===== config.mk =====
export PLATFORM = sky130hd
export DESIGN_NAME = ws2812_frame_sequencer
export DESIGN_NICKNAME = d
export VERILOG_FILES = /design/src/rtl/ws2812_pkg.sv /design/src/rtl/ws2812_bit_encoder.sv /design/src/rtl/ws2812_frame_sequencer.sv
export SDC_FILE = /design/constraint.sdc
export NUM_CORES = 1
export LEC_CHECK = 0
export CORE_UTILIZATION = 45
export CTS_CLUSTER_SIZE = 10
export DETAILED_ROUTE_END_ITERATION = 8
export SYNTH_ARGS = -nofsm -noshare
export SYNTH_HDL_FRONTEND = slang
export SYNTH_SLANG_ARGS = --single-unit

===== constraint.sdc =====
create_clock -name clk_i -period 3.37 [get_ports clk_i]
set_input_delay 0.674 -clock clk_i [delete_from_list [all_inputs] [get_ports clk_i]]
set_output_delay 0.674 -clock clk_i [all_outputs]
set_load 0.01 [all_outputs]

===== src/rtl/ws2812_pkg.sv =====
// Shared types and default WS2812 timing for the frame sequencer slice.
// Timing defaults assume a 50 MHz clock.
package ws2812_pkg;

   localparam int unsigned PIXEL_W       = 24;
   localparam int unsigned DEF_BIT_CYC   = 62;
   localparam int unsigned DEF_T0H_CYC   = 20;
   localparam int unsigned DEF_T1H_CYC   = 40;
   localparam int unsigned DEF_RESET_CYC = 3000;

   typedef enum logic [2:0] {
      S_IDLE,
      S_FETCH,
      S_LOAD,
      S_SHIFT,
      S_LATCH,
      S_DONE
   } state_e;

endpackage


===== src/rtl/ws2812_bit_encoder.sv =====
// WS2812 bit serialiser: shift register plus shadow word, bit-slot counter
// and high-time compare driving the LED control line.
module ws2812_bit_encoder
   import ws2812_pkg::*;
#(
   parameter int unsigned BIT_CYC = DEF_BIT_CYC,
   parameter int unsigned T0H_CYC = DEF_T0H_CYC,
   parameter int unsigned T1H_CYC = DEF_T1H_CYC
) (
   input  logic               clk_i,
   input  logic               rst_i,
   input  logic               load_i,
   input  logic [PIXEL_W-1:0] load_word_i,
   input  logic               shadow_wr_i,
   input  logic [PIXEL_W-1:0] shadow_word_i,
   input  logic               next_word_i,
   output logic               word_start_o,
   output logic               word_done_o,
   output logic               led_ctl_o
);

   localparam int unsigned      CNT_W    = $clog2(BIT_CYC);
   localparam logic [CNT_W-1:0] CNT_LAST = CNT_W'(BIT_CYC - 1);
   localparam logic [CNT_W-1:0] T0H_L    = CNT_W'(T0H_CYC);
   localparam logic [CNT_W-1:0] T1H_L    = CNT_W'(T1H_CYC);
   localparam int unsigned      IDX_W    = $clog2(PIXEL_W);
   localparam logic [IDX_W-1:0] IDX_TOP  = IDX_W'(PIXEL_W - 1);

   logic               active_q;
   logic [PIXEL_W-1:0] shift_q;
   logic [PIXEL_W-1:0] shadow_q;
   logic [IDX_W-1:0]   idx_q;
   logic [CNT_W-1:0]   cnt_q;
   logic               bit_end;

   assign bit_end      = active_q && (cnt_q == CNT_LAST);
   assign word_done_o  = bit_end && (idx_q == '0);
   assign word_start_o = active_q && (idx_q == IDX_TOP) && (cnt_q == '0);
   // Combinational so an asynchronous reset drops the line immediately.
   assign led_ctl_o    = active_q && (cnt_q < (shift_q[PIXEL_W-1] ? T1H_L : T0H_L));

   always_ff @(posedge clk_i or posedge rst_i) begin
      if (rst_i) begin
         active_q <= 1'b0;
         shift_q  <= '0;
         shadow_q <= '0;
         idx_q    <= '0;
         cnt_q    <= '0;
      end else begin
         if (shadow_wr_i) begin
            shadow_q <= shadow_word_i;
         end
         if (load_i) begin
            shift_q  <= load_word_i;
            idx_q    <= IDX_TOP;
            cnt_q    <= '0;
            active_q <= 1'b1;
         end else if (bit_end) begin
            cnt_q <= '0;
            if (idx_q == '0) begin
               // Shadow word follows on the very next clock: no inter-pixel gap.
               if (next_word_i) begin
                  shift_q <= shadow_q;
                  idx_q   <= IDX_TOP;
               end else begin
                  active_q <= 1'b0;
               end
            end else begin
               idx_q   <= idx_q - 1'b1;
               shift_q <= {shift_q[PIXEL_W-2:0], 1'b0};
            end
         end else if (active_q) begin
            cnt_q <= cnt_q + 1'b1;
         end
      end
   end

endmodule


===== src/rtl/ws2812_frame_sequencer.sv =====
// WS2812 frame sequencer: fetches LED_COUNT pixel words with one-pixel
// prefetch, streams them through the bit encoder, then holds the latch period.
module ws2812_frame_sequencer
   import ws2812_pkg::*;
#(
   parameter int unsigned ADDR_W    = 8,
   parameter int unsigned BIT_CYC   = DEF_BIT_CYC,
   parameter int unsigned T0H_CYC   = DEF_T0H_CYC,
   parameter int unsigned T1H_CYC   = DEF_T1H_CYC,
   parameter int unsigned RESET_CYC = DEF_RESET_CYC
) (
   input  logic               clk_i,
   input  logic               rst_i,
   input  logic               start_i,
   input  logic [ADDR_W-1:0]  led_count_i,
   output logic               busy_o,
   output logic               done_o,
   output logic               rd_en_o,
   output logic [ADDR_W-1:0]  rd_addr_o,
   input  logic [PIXEL_W-1:0] rd_data_i,
   output logic               led_ctl_o
);

   generate
      if (!(T0H_CYC > 0 && T0H_CYC < T1H_CYC && T1H_CYC < BIT_CYC && RESET_CYC > 0)) begin : g_bad_timing
         $error("ws2812_frame_sequencer: need 0 < T0H_CYC < T1H_CYC < BIT_CYC and RESET_CYC > 0");
      end
   endgenerate

   localparam int unsigned      LAT_W    = $clog2(RESET_CYC + 1);
   localparam logic [LAT_W-1:0] LAT_LAST = LAT_W'(RESET_CYC - 1);

   state_e            state_q, state_d;
   logic [ADDR_W-1:0] count_q;
   logic [ADDR_W-1:0] pix_q;
   logic [LAT_W-1:0]  lat_cnt_q;
   logic              pf_q;
   logic              more;
   logic              prefetch;
   logic              enc_load;
   logic              word_start;
   logic              word_done;

   assign more      = (pix_q + 1'b1) != count_q;
   assign busy_o    = (state_q == S_FETCH) || (state_q == S_LOAD) ||
                      (state_q == S_SHIFT) || (state_q == S_LATCH);
   // While shifting pixel n the only address ever needed is the prefetch of n+1.
   assign rd_addr_o = (state_q == S_SHIFT) ? pix_q + 1'b1 : '0;

   always_comb begin
      state_d  = state_q;
      rd_en_o  = 1'b0;
      enc_load = 1'b0;
      done_o   = 1'b0;
      prefetch = 1'b0;
      case (state_q)
         S_IDLE: begin
            if (start_i && (led_count_i != '0)) begin
               state_d = S_FETCH;
            end
         end
         S_FETCH: begin
            rd_en_o = 1'b1;
            state_d = S_LOAD;
         end
         S_LOAD: begin
            enc_load = 1'b1;
            state_d  = S_SHIFT;
         end
         S_SHIFT: begin
            prefetch = word_start && more;
            rd_en_o  = prefetch;
            if (word_done && !more) begin
               state_d = S_LATCH;
            end
         end
         S_LATCH: begin
            if (lat_cnt_q == LAT_LAST) begin
               state_d = S_DONE;
            end
         end
         S_DONE: begin
            done_o  = 1'b1;
            state_d = S_IDLE;
         end
         default: state_d = S_IDLE;
      endcase
   end

   always_ff @(posedge clk_i or posedge rst_i) begin
      if (rst_i) begin
         state_q   <= S_IDLE;
         count_q   <= '0;
         pix_q     <= '0;
         lat_cnt_q <= '0;
         pf_q      <= 1'b0;
      end else begin
         state_q   <= state_d;
         pf_q      <= prefetch;
         lat_cnt_q <= (state_q == S_LATCH) ? lat_cnt_q + 1'b1 : '0;
         if ((state_q == S_IDLE) && (state_d == S_FETCH)) begin
            count_q <= led_count_i;
         end
         if (state_q == S_LOAD) begin
            pix_q <= '0;
         end else if ((state_q == S_SHIFT) && word_done && more) begin
            pix_q <= pix_q + 1'b1;
         end
      end
   end

   ws2812_bit_encoder #(
      .BIT_CYC (BIT_CYC),
      .T0H_CYC (T0H_CYC),
      .T1H_CYC (T1H_CYC)
   ) u_enc (
      .clk_i         (clk_i),
      .rst_i         (rst_i),
      .load_i        (enc_load),
      .load_word_i   (rd_data_i),
      .shadow_wr_i   (pf_q),
      .shadow_word_i (rd_data_i),
      .next_word_i   (more),
      .word_start_o  (word_start),
      .word_done_o   (word_done),
      .led_ctl_o     (led_ctl_o)
   );

endmodule


Yosys cells after proc, flatten, opt, wreduce, memory -nomap -nowiden
Index checks and enable logic that the tools add are counted.
W data, S select, Z words.
{"block": "classes", "addsub": 4, "mul": 0, "div": 0, "magnitude_cmp": 1, "n_eq_ne": 12, "shifts": 0, "mux": 28, "n_bitwise": 0, "n_reduce_logical": 25}
{"op": "$mux W24", "count": 4}
{"op": "$mux W6", "count": 4}
{"op": "$mux W8", "count": 3}
{"op": "$mux W5", "count": 4}
{"op": "$pmux W3 S5", "count": 1}
{"op": "$add A12 B1 Y12 const B", "count": 1}
{"op": "$eq A12 B12 Y1 const B", "count": 1}
{"op": "$mux W12", "count": 1}
{"op": "$logic_and A1 B1 Y1", "count": 11}
{"op": "$mux W3", "count": 3}
{"op": "$add A8 B1 Y8 const B", "count": 1}
{"op": "$ne A8 B8 Y1", "count": 1}
{"op": "$reduce_bool A8 Y1", "count": 1}
{"op": "$mux W1", "count": 7}
{"op": "$add A6 B1 Y6 const B", "count": 1}
{"op": "$eq A3 B1 Y1 const B", "count": 2}
{"op": "$eq A3 B2 Y1 const B", "count": 2}
{"op": "$eq A3 B3 Y1 const B", "count": 2}
{"op": "$eq A6 B6 Y1 const B", "count": 1}
{"op": "$logic_not A6 Y1", "count": 1}
{"op": "$lt A6 B6 Y1", "count": 1}
{"op": "$reduce_bool A2 Y1", "count": 3}
{"op": "$eq A5 B5 Y1 const B", "count": 1}
{"op": "$logic_not A5 Y1", "count": 1}
{"op": "other kinds (10)", "count": 12}
{"block": "totals", "register_bits": 92, "latch_bits": 0, "ramBits": 0, "romBits": 0, "inputBits": 35, "output_inout_bits": 12, "elab_cells": 80, "memories": 0}

Longest topological paths before layout
Gate-level depths: netlist (run 1).
{"block": "logic_depth", "word_depth": 8, "depth_mapped": 10, "mapped_depth_nobuf": 8}

Cells and area by module
From an unflattened synthesis (run 1), not the netlist that was laid out.
{"block": "hier_totals", "cells_unflattened": 459, "area_unflattened_um2": 4878.4}
{"module": "ws2812_bit_encoder", "instances": 1, "cells_per_inst": 268, "area_per_inst_um2": 3076.7}
{"module": "ws2812_frame_sequencer", "instances": 1, "cells_per_inst": 191, "area_per_inst_um2": 1801.7}

Worst setup path after synthesis (run 1)
OpenSTA, ideal clock, no wires.
{"block": "synth_path", "kind": "register to output", "from": "register pix_q[0]", "to": "output port rd_en_o", "arrival_ns": 2.218, "slack_ns": 0.478, "path_stages_with_launch": 9, "path_cell_list": "dfrtp_1 > ha_1 > xor2_1 > a211oi_1 > o211ai_2 > a2111o_1 > buf_2 > o21ai_0 > a21oi_1"}
{"block": "synth_between", "elab_chain_cells": 4}
{"item": "start, declared", "line": "ws2812_frame_sequencer.sv:35", "text": "logic [ADDR_W-1:0] pix_q;"}
{"item": "start signal, assigned", "line": "ws2812_frame_sequencer.sv:107", "text": "pix_q <= pix_q + 1'b1;"}
{"item": "$add A8 B1 Y8", "line": "ws2812_frame_sequencer.sv:44", "text": "assign more = (pix_q + 1'b1) != count_q;"}
{"item": "$ne A8 B8 Y1", "line": "ws2812_frame_sequencer.sv:44"}
{"item": "$logic_and A1 B1 Y1", "line": "ws2812_frame_sequencer.sv:71", "text": "prefetch = word_start && more;"}
{"item": "$pmux W1 S2", "line": "ws2812_frame_sequencer.sv:56", "text": "case (state_q)"}
{"item": "end, declared", "line": "ws2812_frame_sequencer.sv:18", "text": "output logic rd_en_o,"}
Every way passes these cells.

Final worst setup path (run 1)
Same ends and word-level chain as after synthesis.

==> out/metrics.csv, run 1 <==
metric;value;unit
hold endpoint;lat_cnt_q[0]$_DFF_PP0_;
sw power;0.4902;mW
status;finished, violations left;
Post-Syn Area;5425;um^2
CTS root buf;clkbuf_16;
Filler cells;1061;
clk slew on worst S/H paths;0.06;ns
total I/O pin count;47;
Placed Cells;765;
number of buffers created by CTS;9;
Peak supply drop;0.3171;mV
period utilization;95.94;%
CP Class;reg -> out;
number of setup violations in the final report;0;
max-slew violation count;0;
Iter 0 DRT Violations;320;
H-tree depth;3;
sequential share of power;49.6;%
Post-synth EDFFs;0;
die area;12500;um^2
Clock Power Share;45.1;%
largest net degree at the start of global routing;63;
mux share of post-synthesis cell area;7.726;%
HP Start;lat_cnt_q[0]$_DFF_PP0_;
CTS tree;built;
# port buffers;46;
routed len/inst;17.20;um
Layout Skew;0.01233;ns
Yosys warnings;0;
Die W;111.8;um
Final Hold Vio Count;0;
WP data arrival;2.56;ns
Hold Crit Class;reg -> reg;
WP buf/inv;1;
Reg2Reg Launch Point;pix_q[0]$_DFFE_PP0P_;
first-pass GRT wire length;22960;um
DR vias;4634;
Syn Nets;653;
max incr delay on CP;0.39;ns
failing checks;DRC;
Final Wtd Congestion;0.8639;
post-DP HPWL;8474;um
most common cell after layout, fill and taps aside;dfrtp_1;
sw frac;21.10;%
post-synthesis sequential area ratio;42.44;%
Layout Nets;679;
GRT Util Overall;22.96;%
CP delay by family, top;compound AO/OA/AOI/OAI gates;
P per Cell Area;369.5;nW/um^2
DRC;2;
Comb pwr share;5.2;%
dpl ws;0.1022;ns
final hold slack;0.4876;ns
grt ovf;0;
n_diodes;0;
leakage power;2.564;nW
Synth cell types;55;
Synth top area share;42.44;%
Simple-Gate Fraction of Synth Area;21.03;%
xor/xnor share of the synthesized area;4.336;%
dominant cell type by area after synthesis;dfrtp_1;
Syn Inst Count;607;
Req. time, crit path;2.70;ns
critical-path maximum fanout;2;
Synth Area in Adders;2.537;%
CTS Buffer Depth;2;
non-filler instance count after layout;780;
clk sinks;92;
Synth Flop Type;dfrtp_1;
total wire length;13420;um
ANT nets after route;0;
reg2reg path depth;8;
synthesis-stage register bit count;92;
Worst R2R End;u_enc.active_q$_DFFE_PP0P_;
worst-margin pin slew;1.237;ns
crit path time final;3.233;ns
hold depth;1;
CP startpoint;pix_q[0]$_DFFE_PP0P_;
cells along the critical path;ha_1 -> xor2_1 -> a211oi_2 -> o211ai_2 -> a2111o_1 -> o21ai_2 -> a21oi_1 -> dlygate4sd2_1;
Async S/R FF share, synth;100.0;%
Initial Utilization;46.91;%
layout cells sized above 1;13.19;%
worst setup margin;0.1368;ns
max_cap viols;0;
Core Region;11560;um^2
top cells by area, synth;dfrtp_1 42%, mux2_2 6.4%, nor2_1 5.6%;
initial antenna violation count;0;
fmax;309.3;MHz
DR pass1 iterations;6;
post-synthesis compound-gate area fraction;16.61;%
slowest cell on the critical path;dfrtp_1;
vias in the first global route;4646;
RSZ-0062 raised after global routing;false;
row count;39;
Skew-Pair Late Insertion Delay;0.35;ns
Slew HR;17.56;%
commonest non-fill, non-tap cells in the layout;92 x dfrtp_1, 81 x nor2_1, 66 x nand2_1, 45 x clkdlybuf4s50_1, 34 x a21oi_1;
crit start category;register;
R2R Setup Slk;0.73;ns
internal cell power;1.833;mW
syn_area_per_cell;8.938;um^2
CP Capture Type;output pin;
Die Span Y;111.8;um
via-per-instance ratio;5.941;
largest family of logic cells by synthesized area;simple AND/OR/NAND/NOR gates;
synth-to-layout area growth;15.89;%
setup TNS;0;ns
-- cell type report --
type / count / area (um^2) / area share, %
Tap cell: 143 / 178.9 / 2.846
Multi-Input combinational cell: 454 / 2856 / 45.43
Sequential cell: 92 / 2302 / 36.62
Inverter: 14 / 53.80 / 0.8557
Timing Repair Buffer: 62 / 591.8 / 9.413
Clock buffer: 14 / 274.0 / 4.358
Clock inverter: 1 / 30.03 / 0.4776
-- logic make-up (layout without fill, tap and decap cells) --
group	after synthesis	count (layout)
multiplexers	38	38
AND/OR/NAND/NOR	240	240
XOR/XNOR	26	26
flip-flops	92	92
AO/OA/AOI/OAI	139	139
adder cells (fa/ha/maj)	11	11
buffers and inverters	61	91
-- flip-flops by register name, indices dropped and copies added (netlist names) --
name,count
lat_cnt_q,12
u_enc.cnt_q,6
pf_q,1
state_q,3
pix_q,8
u_enc.shadow_q,24
u_enc.shift_q,24
u_enc.active_q,1
count_q,8
u_enc.idx_q,5
-- layer usage --
metal,GRT usage (%),wire (um),vias to the layer above
li1,-,-,2231
met1,31.17,6380,2284
met2,36.48,6293,111
met3,5.389,637,8
met4,6.757,105,0
met5,0,0,-
-- through the flow --
| stage | utilization [%] | power, mW | cell area, um^2 |
|---|---|---|---|
| floorplan | - | 1.228 | 5425 |
| global placement | 51.67 | 1.294 | 5976 |
| detailed placement | 51.67 | 1.297 | 5976 |
| CTS | 54.37 | 2.351 | 6287 |
| global route | 54.37 | 2.410 | 6287 |
| finish | 54.37 | 2.323 | 6287 |
-- worst register-to-register path, delay by kind of cell, from the launching register on --
| family | cells | cell delay, ns |
|---|---|---|
| AO/OA/AOI/OAI | 4 | 0.88 |
| XOR/XNOR | 1 | 0.18 |
| adder cells (fa/ha/maj) | 1 | 0.33 |
| buffers and inverters | 1 | 0.28 |
| flip-flops | 1 | 0.39 |
| AND/OR/NAND/NOR | 1 | 0.41 |
-- power by group through the flow --
stage	logic (mW)	clock network [mW]	registers [mW]
2_1_floorplan	0.0596	0	1.17
3_3_place_gp	0.122	0	1.17
3_5_place_dp	0.124	0	1.17
4_1_cts	0.125	1.07	1.15
5_1_grt	0.137	1.12	1.16
6_report	0.122	1.05	1.15
-- timing repair --
action	CTS	global route
gates resized for setup	4	0
hold buffers	0	0
endpoints found under the setup margin	1	0
buffers inserted	0	0
-- worst max path at each step --
stage | endpoint | slack, ns | depth (start not counted)
global route | rd_en_o | 0.03 | 8
floorplan | count_q[0]$_DFFE_PP0P_ | 0.30 | 1
detailed placement | rd_en_o | 0.10 | 8
finish | rd_en_o | 0.14 | 8
CTS | rd_en_o | 0.13 | 8
global placement | rd_en_o | 0.14 | 8
-- synth_stat cells (3+ instances only) --
library cell,instances
o21ai_1,7
a211oi_1,22
nor2_1,81
o21ai_0,28
buf_6,6
nor3_1,12
and3_1,3
xnor2_1,15
o211ai_1,6
nand2b_1,3
o221ai_1,3
nand4_1,26
clkbuf_1,35
o31ai_1,4
nand3_1,20
dfrtp_1,92
inv_1,12
a41oi_1,3
nand3b_1,3
mux2i_1,7
buf_2,3
nand2_1,66
ha_1,11
a21oi_1,34
xor2_1,10
mux2_2,31
a31oi_1,21
nor4_1,9
(Power assumes the default switching activity.)
==> run 2: changes to the inputs <==
- CORE_UTILIZATION: 45 -> 58
- PLACE_DENSITY: not set -> 0.8
==> run 2 against run 1 <==
  * The flow now finishes without violations
  * Count of clock-buffer cells in the layout shrank 2
  * Final area shrank 2.1%
  * First-iteration DRC count shrank 3.1%
  * Clock skew is essentially flat
  * Sequential share of layout area grew 0.78 points
  * Final cell count shrank 4.5%
  * Critical path depth is the same
  * Flip-flop and latch count is the same
  * Combinational power is essentially flat
  * Via count grew 1.9%
  * Clock power shrank 31%
  * Largest power group unchanged
  * Highest routed layer unchanged
==> out/metrics.csv, run 2 (same netlist as run 1, synthesis figures left out) <==
metric;value;unit
Final Wtd Congestion;0.8742;
n_diodes;0;
setup TNS;0;ns
CTS tree;built;
total I/O pin count;47;
HP Start;lat_cnt_q[0]$_DFF_PP0_;
crit start category;register;
Slew HR;22.94;%
Die Span Y;98.72;um
leakage power;2.501;nW
status;finished, final reports clean;
# port buffers;46;
max-slew violation count;0;
Layout Nets;678;
Worst R2R End;u_enc.active_q$_DFFE_PP0P_;
worst-margin pin slew;1.156;ns
Skew-Pair Late Insertion Delay;0.36;ns
DR pass1 iterations;5;
row count;34;
ANT nets after route;0;
total wire length;13100;um
Layout Skew;0.01201;ns
largest net degree at the start of global routing;67;
via-per-instance ratio;6.336;
Hold Crit Class;reg -> reg;
RSZ-0062 raised after global routing;false;
post-DP HPWL;8271;um
cells along the critical path;ha_4 -> xor2_1 -> a211oi_2 -> o211ai_2 -> a2111o_1 -> o21ai_2 -> a21oi_1 -> dlygate4sd2_1;
reg2reg path depth;8;
most common cell after layout, fill and taps aside;dfrtp_1;
DRC;0;
commonest non-fill, non-tap cells in the layout;92 x dfrtp_1, 81 x nor2_1, 66 x nand2_1, 45 x clkdlybuf4s50_1, 34 x a21oi_1;
hold depth;1;
non-filler instance count after layout;745;
Placed Cells;729;
WP data arrival;2.53;ns
CTS Buffer Depth;2;
max_cap viols;0;
die area;9745;um^2
routed len/inst;17.58;um
CP Class;reg -> out;
synth-to-layout area growth;13.47;%
grt ovf;0;
worst setup margin;0.1625;ns
initial antenna violation count;0;
CP Capture Type;output pin;
DR vias;4720;
Initial Utilization;61.02;%
number of buffers created by CTS;9;
final hold slack;0.5067;ns
Die W;98.72;um
Core Region;8891;um^2
Final Hold Vio Count;0;
max incr delay on CP;0.45;ns
GRT Util Overall;28.24;%
crit path time final;3.207;ns
hold_buf cts;0;
Req. time, crit path;2.70;ns
Largest regs;u_enc.shadow_q (24), u_enc.shift_q (24), lat_cnt_q (12);
P per Cell Area;325.3;nW/um^2
Peak supply drop;0.2941;mV
period utilization;95.18;%
layout cells sized above 1;13.97;%
number of setup violations in the final report;0;
CTS root buf;clkbuf_8;
vias in the first global route;4508;
clk sinks;92;
fmax;311.8;MHz
dpl ws;0.1244;ns
hold endpoint;lat_cnt_q[0]$_DFF_PP0_;
H-tree depth;3;
slowest cell on the critical path;dfrtp_1;
Iter 0 DRT Violations;310;
R2R Setup Slk;0.73;ns
Reg2Reg Launch Point;pix_q[1]$_DFFE_PP0P_;
first-pass GRT wire length;21930;um
clk slew on worst S/H paths;0.09;ns
CP startpoint;pix_q[1]$_DFFE_PP0P_;
critical-path maximum fanout;4;
[run 2: changes by cell type in the layout (fill, tap and decap cells not counted), sizes merged]
cell | previous run | this run
clkbuf | 14 | 12
clkinv | 1 | 3
bufinv | 1 | 0
clkinvlp | 0 | 2
buf | 16 | 15
[run 2: per-layer routing]
metal / vias to the layer above / global-route usage (%) / wire length, um
met2: 186 / 45.50 / 6157
li1: 2233 / - / -
met3: 20 / 3.830 / 741
met4: 0 / 8.266 / 185
met1: 2281 / 40.10 / 6012
met5: - / 0 / 0
[run 2: area by class of cell]
| cell class | instances | area, um^2 |
|---|---|---|
| multi-input combinational | 454 | 2883 |
| fill | 679 | 2735 |
| sequential | 92 | 2302 |
| timing repair buffer | 61 | 584.3 |
| clock buffer | 12 | 165.2 |
| tap | 108 | 135.1 |
| inverter | 14 | 53.80 |
| clock inverter | 4 | 32.53 |
[run 2: timing repair]
action                     in CTS  in global routing
pin swaps                       2                  1
setup buffers                   0                  0
setup endpoints to repair       1                  1
resized for setup               7                  1
[run 2: where the power goes]
part	internal (mW)	switching [mW]	leakage [nW]
registers	1.13	0.0199	1.11
clock network	0.332	0.396	0.0948
logic	0.0667	0.0562	1.30
total	1.53	0.472	2.50
[run 2: through the flow]
stage | utilization [%] | power (mW) | area [um^2]
detailed placement | 66.63 | 1.298 | 5924
CTS | 69.17 | 2.020 | 6150
global route | 69.24 | 2.082 | 6156
global placement | 66.63 | 1.291 | 5924
floorplan | - | 1.228 | 5425
finish | 69.24 | 2.002 | 6156
[run 2: how the worst max path moves through the flow]
stage | endpoint | slack (ns) | depth (start not counted)
final | rd_en_o | 0.16 | 8
after global routing | rd_en_o | 0.03 | 8
after CTS | rd_en_o | 0.13 | 8
after detailed placement | rd_en_o | 0.12 | 8
after global placement | rd_en_o | 0.14 | 8
after floorplan | count_q[0]$_DFFE_PP0P_ | 0.30 | 1
[run 2: worst max-delay path: cells and delay by family, from the launching register on]
family	cells	cell delay (ns)
AOI/OAI and AO/OA	5	1.03
xor gates and xnor gates	1	0.17
adders and majority gates	1	0.24
buffers and inverters	1	0.29
DFF	1	0.45
==> run 3: changes to the inputs <==
- HOLD_SLACK_MARGIN: not set -> 0.06
==> results of run 3 <==
The final DEF is identical to that of run 2; final timing and power are the same.
